### src/rtl/serial_full_subtractor.sv
// rtl/serial_full_subtractor.sv - bit-serial a - b - bin, LSB first, one bit per clock
module serial_full_subtractor #(
    parameter int WIDTH = 8
) (
    input  logic             clk,
    input  logic             rst_n,
    input  logic             start,
    input  logic [WIDTH-1:0] a,
    input  logic [WIDTH-1:0] b,
    input  logic             bin,
    output logic             busy,
    output logic             done,
    output logic [WIDTH-1:0] d,
    output logic             bout,
    output logic             ovf
);

    localparam int CW = (WIDTH <= 2) ? 1 : $clog2(WIDTH);

    typedef enum logic [1:0] {
        IDLE  = 2'd0,
        SHIFT = 2'd1,
        DONE  = 2'd2
    } state_t;

    state_t           state;
    logic [WIDTH-1:0] a_reg;
    logic [WIDTH-1:0] b_reg;
    logic [WIDTH-1:0] res_reg;
    logic [CW-1:0]    cnt;
    logic             br;
    logic             a_msb;
    logic             b_msb;

    logic             x;
    logic             y;
    logic             diff_bit;
    logic             next_borrow;
    logic [WIDTH-1:0] res_next;
    logic             last_bit;

    // The single full-subtractor cell
    assign x           = a_reg[0];
    assign y           = b_reg[0];
    assign diff_bit    = x ^ y ^ br;
    assign next_borrow = (~x & y) | (~(x ^ y) & br);
    assign res_next    = {diff_bit, res_reg[WIDTH-1:1]};
    assign last_bit    = (cnt == CW'(WIDTH - 1));

    always_ff @(posedge clk or negedge rst_n) begin
        if (!rst_n) begin
            state   <= IDLE;
            a_reg   <= '0;
            b_reg   <= '0;
            res_reg <= '0;
            cnt     <= '0;
            br      <= 1'b0;
            a_msb   <= 1'b0;
            b_msb   <= 1'b0;
            busy    <= 1'b0;
            done    <= 1'b0;
            d       <= '0;
            bout    <= 1'b0;
            ovf     <= 1'b0;
        end else begin
            case (state)
                IDLE, DONE: begin
                    if (start) begin
                        state <= SHIFT;
                        a_reg <= a;
                        b_reg <= b;
                        br    <= bin;
                        a_msb <= a[WIDTH-1];
                        b_msb <= b[WIDTH-1];
                        cnt   <= '0;
                        busy  <= 1'b1;
                        done  <= 1'b0;
                    end else begin
                        state <= IDLE;
                        busy  <= 1'b0;
                        done  <= 1'b0;
                    end
                end
                SHIFT: begin
                    a_reg   <= a_reg >> 1;
                    b_reg   <= b_reg >> 1;
                    res_reg <= res_next;
                    br      <= next_borrow;
                    if (last_bit) begin
                        // Final bit goes straight into d; res_reg would lag by one edge
                        state <= DONE;
                        cnt   <= '0;
                        busy  <= 1'b0;
                        done  <= 1'b1;
                        d     <= res_next;
                        bout  <= next_borrow;
                        ovf   <= (a_msb != b_msb) & (diff_bit != a_msb);
                    end else begin
                        cnt <= cnt + CW'(1);
                    end
                end
                default: begin
                    state <= IDLE;
                    busy  <= 1'b0;
                    done  <= 1'b0;
                end
            endcase
        end
    end

endmodule
### config.mk
export PLATFORM = sky130hd
export DESIGN_NAME = serial_full_subtractor
export DESIGN_NICKNAME = d
export VERILOG_FILES = /design/src/rtl/serial_full_subtractor.sv
export SDC_FILE = /design/constraint.sdc
export NUM_CORES = 1
export LEC_CHECK = 0
export ABC_AREA = 0
export ABC_CLOCK_PERIOD_IN_PS = 2900
export CORE_MARGIN = 3
export CORE_UTILIZATION = 55
export CTS_BUF_LIST = sky130_fd_sc_hd__clkbuf_2
export CTS_CLUSTER_DIAMETER = 150
export CTS_CLUSTER_SIZE = 28
export DETAILED_ROUTE_END_ITERATION = 8
export GPL_ROUTABILITY_DRIVEN = 0
export HOLD_SLACK_MARGIN = 0.06
export PLACE_DENSITY = 0.85
export SLEW_MARGIN = 30
export SYNTH_ARGS = -nofsm -noshare
export SYNTH_HDL_FRONTEND = slang
export SYNTH_SLANG_ARGS = --single-unit
### constraint.sdc
create_clock -name clk -period 2.9 [get_ports clk]
set_input_delay 0.435 -clock clk [delete_from_list [all_inputs] [get_ports clk]]
set_output_delay 0.435 -clock clk [all_outputs]
set_load 0.005 [all_outputs]
## Word-level counts from Yosys, hierarchy flattened

Cells that the tools add are included.

| operators by class | value |
|---|---|
| bitwise logic cells | 8 |
| muxes and demuxes | 17 |
| order comparisons | 0 |
| multipliers | 0 |
| shifts and indexed selects | 0 |
| equal/unequal tests | 7 |
| reduce and logical (&&, ||, !) cells | 6 |
| div/mod/pow operators | 0 |
| add/subtract/negate cells | 1 |

Operators by type and width:

| kind | number |
|---|---|
| 8-bit one-hot mux with 2 select lines | 2 |
| 8-bit 2-to-1 mux | 2 |
| 1-bit 2-to-1 mux | 6 |
| 3-bit 2-to-1 mux | 2 |
| 3-bit one-hot mux with 2 select lines | 1 |
| 2-bit AND reduction | 3 |
| 2-bit inequality test (second input constant) | 2 |
| 1-bit one-hot mux with 2 select lines | 2 |
| 2-bit one-hot mux with 2 select lines | 1 |
| 3-bit by 1-bit adder with 3-bit output (second input constant) | 1 |
| 1-bit bitwise AND | 3 |
| 3-bit equality test (second input constant) | 1 |
| 2-bit by 1-bit equality test with 1-bit output (second input constant) | 1 |
| 2-bit equality test (second input constant) | 1 |
| 2-bit zero test | 1 |
| 2-bit 2-to-1 mux | 1 |
| 1-bit inequality test | 2 |
| 1-bit inverter | 2 |
| 2-bit nonzero test | 1 |
| 2-bit OR reduction | 1 |
| 1-bit XOR | 2 |
| 1-bit bitwise OR | 1 |

| word-level totals | value |
|---|---|
| flip-flop bits (word level) | 44 |
| latch bits | 0 |
| bits of input ports | 20 |
| logic and storage cells | 52 |
| memory bits (read-only) | 0 |
| output and inout bits | 12 |
| memories | 0 |
| RAM bits | 0 |

## Depth between registers and ports, before layout

| logic depth | value |
|---|---|
| depth in word-level cells | 5 |
| depth in mapped cells | 6 |
| mapped depth without buffers | 5 |

## Least setup slack after synthesis

Ideal clock, no wire load.

| timing path | value |
|---|---|
| path type | reg2reg |
| start | reg cnt[0] |
| end | reg d[1] |
| cell stages (with the launch flop) | 6 |
| data arrival time | 1354 ps |
| buffers on the path | 1 |
| slack | 1421 ps |
| clock period less this slack | 1479 ps |
| setup time | 125 ps |
| data required time | 2775 ps |
| cell sequence | dfrtp_1 > ha_1 > ha_1 > nand3b_2 > buf_6 > mux2_4 |

| between the ends | value |
|---|---|
| cells in the longest elaborated chain, start to end | 2 |

Ends and longest elaborated chain:

| item | RTL line | source |
|---|---|---|
| start, declared | 30 | `logic [CW-1:0] cnt;` |
| start signal, assigned | 99 | `cnt <= cnt + CW'(1);` |
| 3-bit equality test | 48 | `assign last_bit = (cnt == CW'(WIDTH - 1));` |
| 2-bit AND reduction (no line) | n/a |  |
| end signal, assigned | 95 | `d <= res_next;` |
| end, declared | 13 | `output logic [WIDTH-1:0] d,` |

Every way passes these cells.
A chain may end at the register's enable or synchronous reset.

## Worst setup path after layout

| timing path | value |
|---|---|
| start | reg done |
| end | out done |

RTL lines:

| item | RTL line | source |
|---|---|---|
| start, declared | 12 | `output logic done,` |
| start signal, assigned | 61 | `done <= 1'b0;` |
| start signal, assigned | 77 | `done <= 1'b0;` |
| start signal, assigned | 81 | `done <= 1'b0;` |

No word-level cell between the ends.

==> impl_summary.md <==
Outcome
The flow ran to the end, and the final reports show no timing, DRC or antenna violations.

Pwr
In this run, flip-flops and latches consume between 40% and 50% of the power. The analysis attributes to net switching a power of about 0.00083 W. The proportion of power drawn by the clock network is between 10% and 20%. In this run the static leakage power is 0.992 nW.

The combinational cell fraction of total power is between 40% and 50%. Cell internal power was estimated by the tool at 0.00149 W. Power spread over the standard cell area amounts to about 1100 nW/µm².

The net switching share of the total power is about 36%. The worst supply voltage drop on vdd is between 600 and 700 µV. The completed layout was analyzed and its total power is approximately 0.0023 W.

Synthesis
Yosys attributes the largest share of cell area to sky130_fd_sc_hd__dfrtp_1, sky130_fd_sc_hd__nand2_1, sky130_fd_sc_hd__o22ai_1. The most used flip-flop cell after synthesis is sky130_fd_sc_hd__dfrtp_1. The area share of the largest cell type after synthesis is between 50% and 60%. Yosys mapped a number of flops with a built-in enable equal to 0. The main combinational cell family by area after synthesis is simple AND/OR/NAND/NOR gates. The number of nets handed over by synthesis was 182. The mean cell area of the mapped netlist is approximately 11 µm². Counting instances in the post-synthesis netlist gives the leading cell types as sky130_fd_sc_hd__dfrtp_1, sky130_fd_sc_hd__nand2_1, sky130_fd_sc_hd__nor2_1, sky130_fd_sc_hd__nor3_1, sky130_fd_sc_hd__o22ai_1. After Yosys synthesis, XOR and XNOR cells account for 0% of the synthesized area.

The largest total area in the synthesized netlist belongs to sky130_fd_sc_hd__dfrtp_1. The adder-cell share of the synthesized area is 2.52%. The complex-gate fraction of the synthesized area is around 9.8%.

Multiplexer cells account for slightly above 6% of the synthesized area. Yosys instantiated no cell more often than sky130_fd_sc_hd__dfrtp_1. After synthesis, flip-flops and latches occupy between 50% and 60% of the total area.

After synthesis, the share of flip-flops with an asynchronous set or reset is between 90% and 100%. The synthesized netlist cell count is approximately 160. Synthesis instantiated 27 different standard cells from the library.

The synthesized netlist devotes between 10% and 20% of its cell area to simple gates. After synthesis the cells add up to roughly 1800 µm². The total number of yosys warnings is 0.

The number of register bits inferred by synthesis is 42.

Clock tree
The buffer cell driving the clock tree root is sky130_fd_sc_hd__clkbuf_2. For the worst-skew pair, the clock arrives at the later sink with an insertion delay of about 0.4 ns. The quantity of hold-fixing buffers added after cts is 0. The number of sinks driven by the clock tree is between 40 and 50.

In this run the post-CTS setup repair buffer count came out at 0. The clock tree synthesis step divided the H-tree into 2 levels. Counting along the longest clock path gives a buffer depth of 2. Clock-pin slew was measured on the worst setup and hold paths at between 0.2 and 0.25 ns.

The quantity of gates resized following cts is 0. The CTS tree is built. The number of buffers created by CTS is 5.

Drt
The overall via count from detail_route is 1235. The violation count after the first detailed-routing iteration is 64. The total length of routed wires is around 3.3 mm. The residual antenna-violating net count after detailed routing is 0. The DRC violations left is 0. The average routed wire per standard cell is ~14 µm.

After detailed routing, the number of vias per cell comes to about 5.3. The number of iterations in the first detailed-routing pass is 4.

Global route
The global route total overflow is 0. The initial antenna violation count is 0. For met2 alone, demand over resource in global routing was 28.5%. The wire length of the first global-routing pass is 5.87 mm. Global routing consumed, on the met1 layer, between 20% and 30% of the routing resources.

Global routing consumed, over all layers together, 18.9% of the routing resources. For this run, global-route usage on met3 was measured as approximately 5.2%. The highest-utilization routing layer at the global route stage is met2. Entering global routing, the biggest net connects 43 pins.

The via count of the first global-routing pass is about 1200.

Die
The die span in y is between 60 and 70 µm. The floorplan step defined a core boundary enclosing roughly 3100 µm². The number of primary I/O pins is 32.

The die footprint is around 4000 µm². The initial core utilization is slightly below 60%. The die outline width is between 60 and 70 µm. The floorplan has 20 rows.

Final layout
The area added between synthesis and finish is 19.6%. Fill cells in the final layout number around 250. Cells fill a little over two thirds of the core in the end. The number of antenna diodes in the final layout is 0. The share of cells above drive strength 1 is around 11%.

After the last flow step, the layout net total stands at 210.

STA
At the pin with the least slew margin, the transition time is around 0.9 ns. The final-report setup violation count is 0. Setup total negative slack on the finished layout was measured at 0 ns. The clock period could shrink to 1.76 ns.

The clock skew after layout is approximately 0.018 ns. Setup repair after global routing left no endpoint under its margin. The max-slew violation count came to 0. Measured against its own limit, the worst slew margin works out to 40.1%. Static timing analysis puts the maximum clock frequency at between 500 and 600 MHz. The final critical path takes up 60.6% of the cycle. The hold violation total from the final report is 0.

Critical path
The highest net fanout along the worst path is 4. The data required time at the worst endpoint is about 2.5 ns. The reg-to-reg startpoint is state[0]. The type of the worst setup path is flop to primary output.

The category of the worst setup path launch point is a flop. STA classifies the critical path endpoint as a primary output. Walking the worst path, the cells encountered are clkdlybuf4s50_1. The critical path's largest stage delay is 0.51 ns. The count of buffer and inverter cells on the critical path is 1. The slowest cell on the critical path is sky130_fd_sc_hd__clkdlybuf4s50_1. The arrival time of the worst setup path is between 1 and 1.5 ns. Broken down by cell family, the worst path's largest delay share belongs to buffers and inverters. The startpoint of the most critical setup path is done.

Min path
The worst min-delay path class is primary input to asynchronous set/reset pin.

Placement
Detailed placement ended at an HPWL of 2.22 mm. The count of buffers added on input and output ports is 31.

Job
The number of violations of the max-capacitance limit is 0.
-- cell families (layout without fill, tap and decap cells) --
family | after synthesis | after routing
AND/OR/NAND/NOR | 65 | 65
flip-flops | 42 | 42
AO/OA/AOI/OAI | 26 | 26
buffers and inverters | 15 | 44
multiplexers | 8 | 8
adder cells (fa/ha/maj) | 3 | 3
-- cell type report --
type / instances / area, µm² / share of cell area, %
Clock buffer: 5 / 25.0 / 1.17
Clock inverter: 3 / 40.0 / 1.88
Inverter: 4 / 15.0 / 0.703
Multi-Input combinational cell: 102 / 631 / 29.5
Sequential cell: 42 / 1050 / 49.2
Tap cell: 44 / 55.1 / 2.58
Timing Repair Buffer: 32 / 318 / 14.9
-- cell usage in the layout (no fill, tap or decap), types with 2 or more instances in the layout --
cell type,synthesis,layout
sky130_fd_sc_hd__mux2_2,3,3
sky130_fd_sc_hd__mux2_4,5,5
sky130_fd_sc_hd__dfrtp_1,42,42
sky130_fd_sc_hd__a21oi_1,2,2
sky130_fd_sc_hd__o22ai_1,14,14
sky130_fd_sc_hd__nand2b_1,2,2
sky130_fd_sc_hd__nor2_1,14,14
sky130_fd_sc_hd__clkbuf_2,0,5
sky130_fd_sc_hd__o21ai_0,3,3
sky130_fd_sc_hd__inv_1,4,4
sky130_fd_sc_hd__nand2_1,29,29
sky130_fd_sc_hd__ha_1,2,2
sky130_fd_sc_hd__clkinv_2,0,2
sky130_fd_sc_hd__clkdlybuf4s50_1,0,30
sky130_fd_sc_hd__a22o_1,3,3
sky130_fd_sc_hd__nor3_1,14,14
-- worst paths after layout --
kind	end	slack [ns]	depth (start not counted)
setup / recovery	done	1.14	1
max in group asynchronous	state[0]	2.04	2
min in group clk	ovf	0.51	2
setup reg to reg	br	1.19	3
hold reg to reg	ovf	0.51	2
hold / removal	a_reg[5]	0.51	2
-- layer usage --
metal / up-vias / share of wire (%)
li1: 600 / -
met1: 599 / 46
met2: 29 / 48
met3: 7 / 5.0
met4: 0 / 1.6
met5: - / 0
-- per-stage QoR --
stage | instance area, µm² | hold slack (ns) | cells | setup WS (ns)
floorplan | 1780 | 0.139 | 159 | 1.42
detailed placement | 2060 | 0.472 | 223 | 0.954
finish | 2130 | 0.507 | 232 | 1.14
global placement | 2060 | 0.463 | 223 | 1.01
CTS | 2120 | 0.142 | 231 | 1.12
global route | 2130 | 0.526 | 232 | 1.04
-- power by group through the flow --
stage / clock [W] / sequential, W / combinational, W
2_1_floorplan: 0 / 0.00101 / 0.000710
3_3_place_gp: 0 / 0.00103 / 0.000906
3_5_place_dp: 0 / 0.00105 / 0.000961
4_1_cts: 0.000338 / 0.00103 / 0.000971
5_1_grt: 0.000363 / 0.00107 / 0.00108
6_report: 0.000331 / 0.00103 / 0.000954
Power figures use the tool's default switching activity.
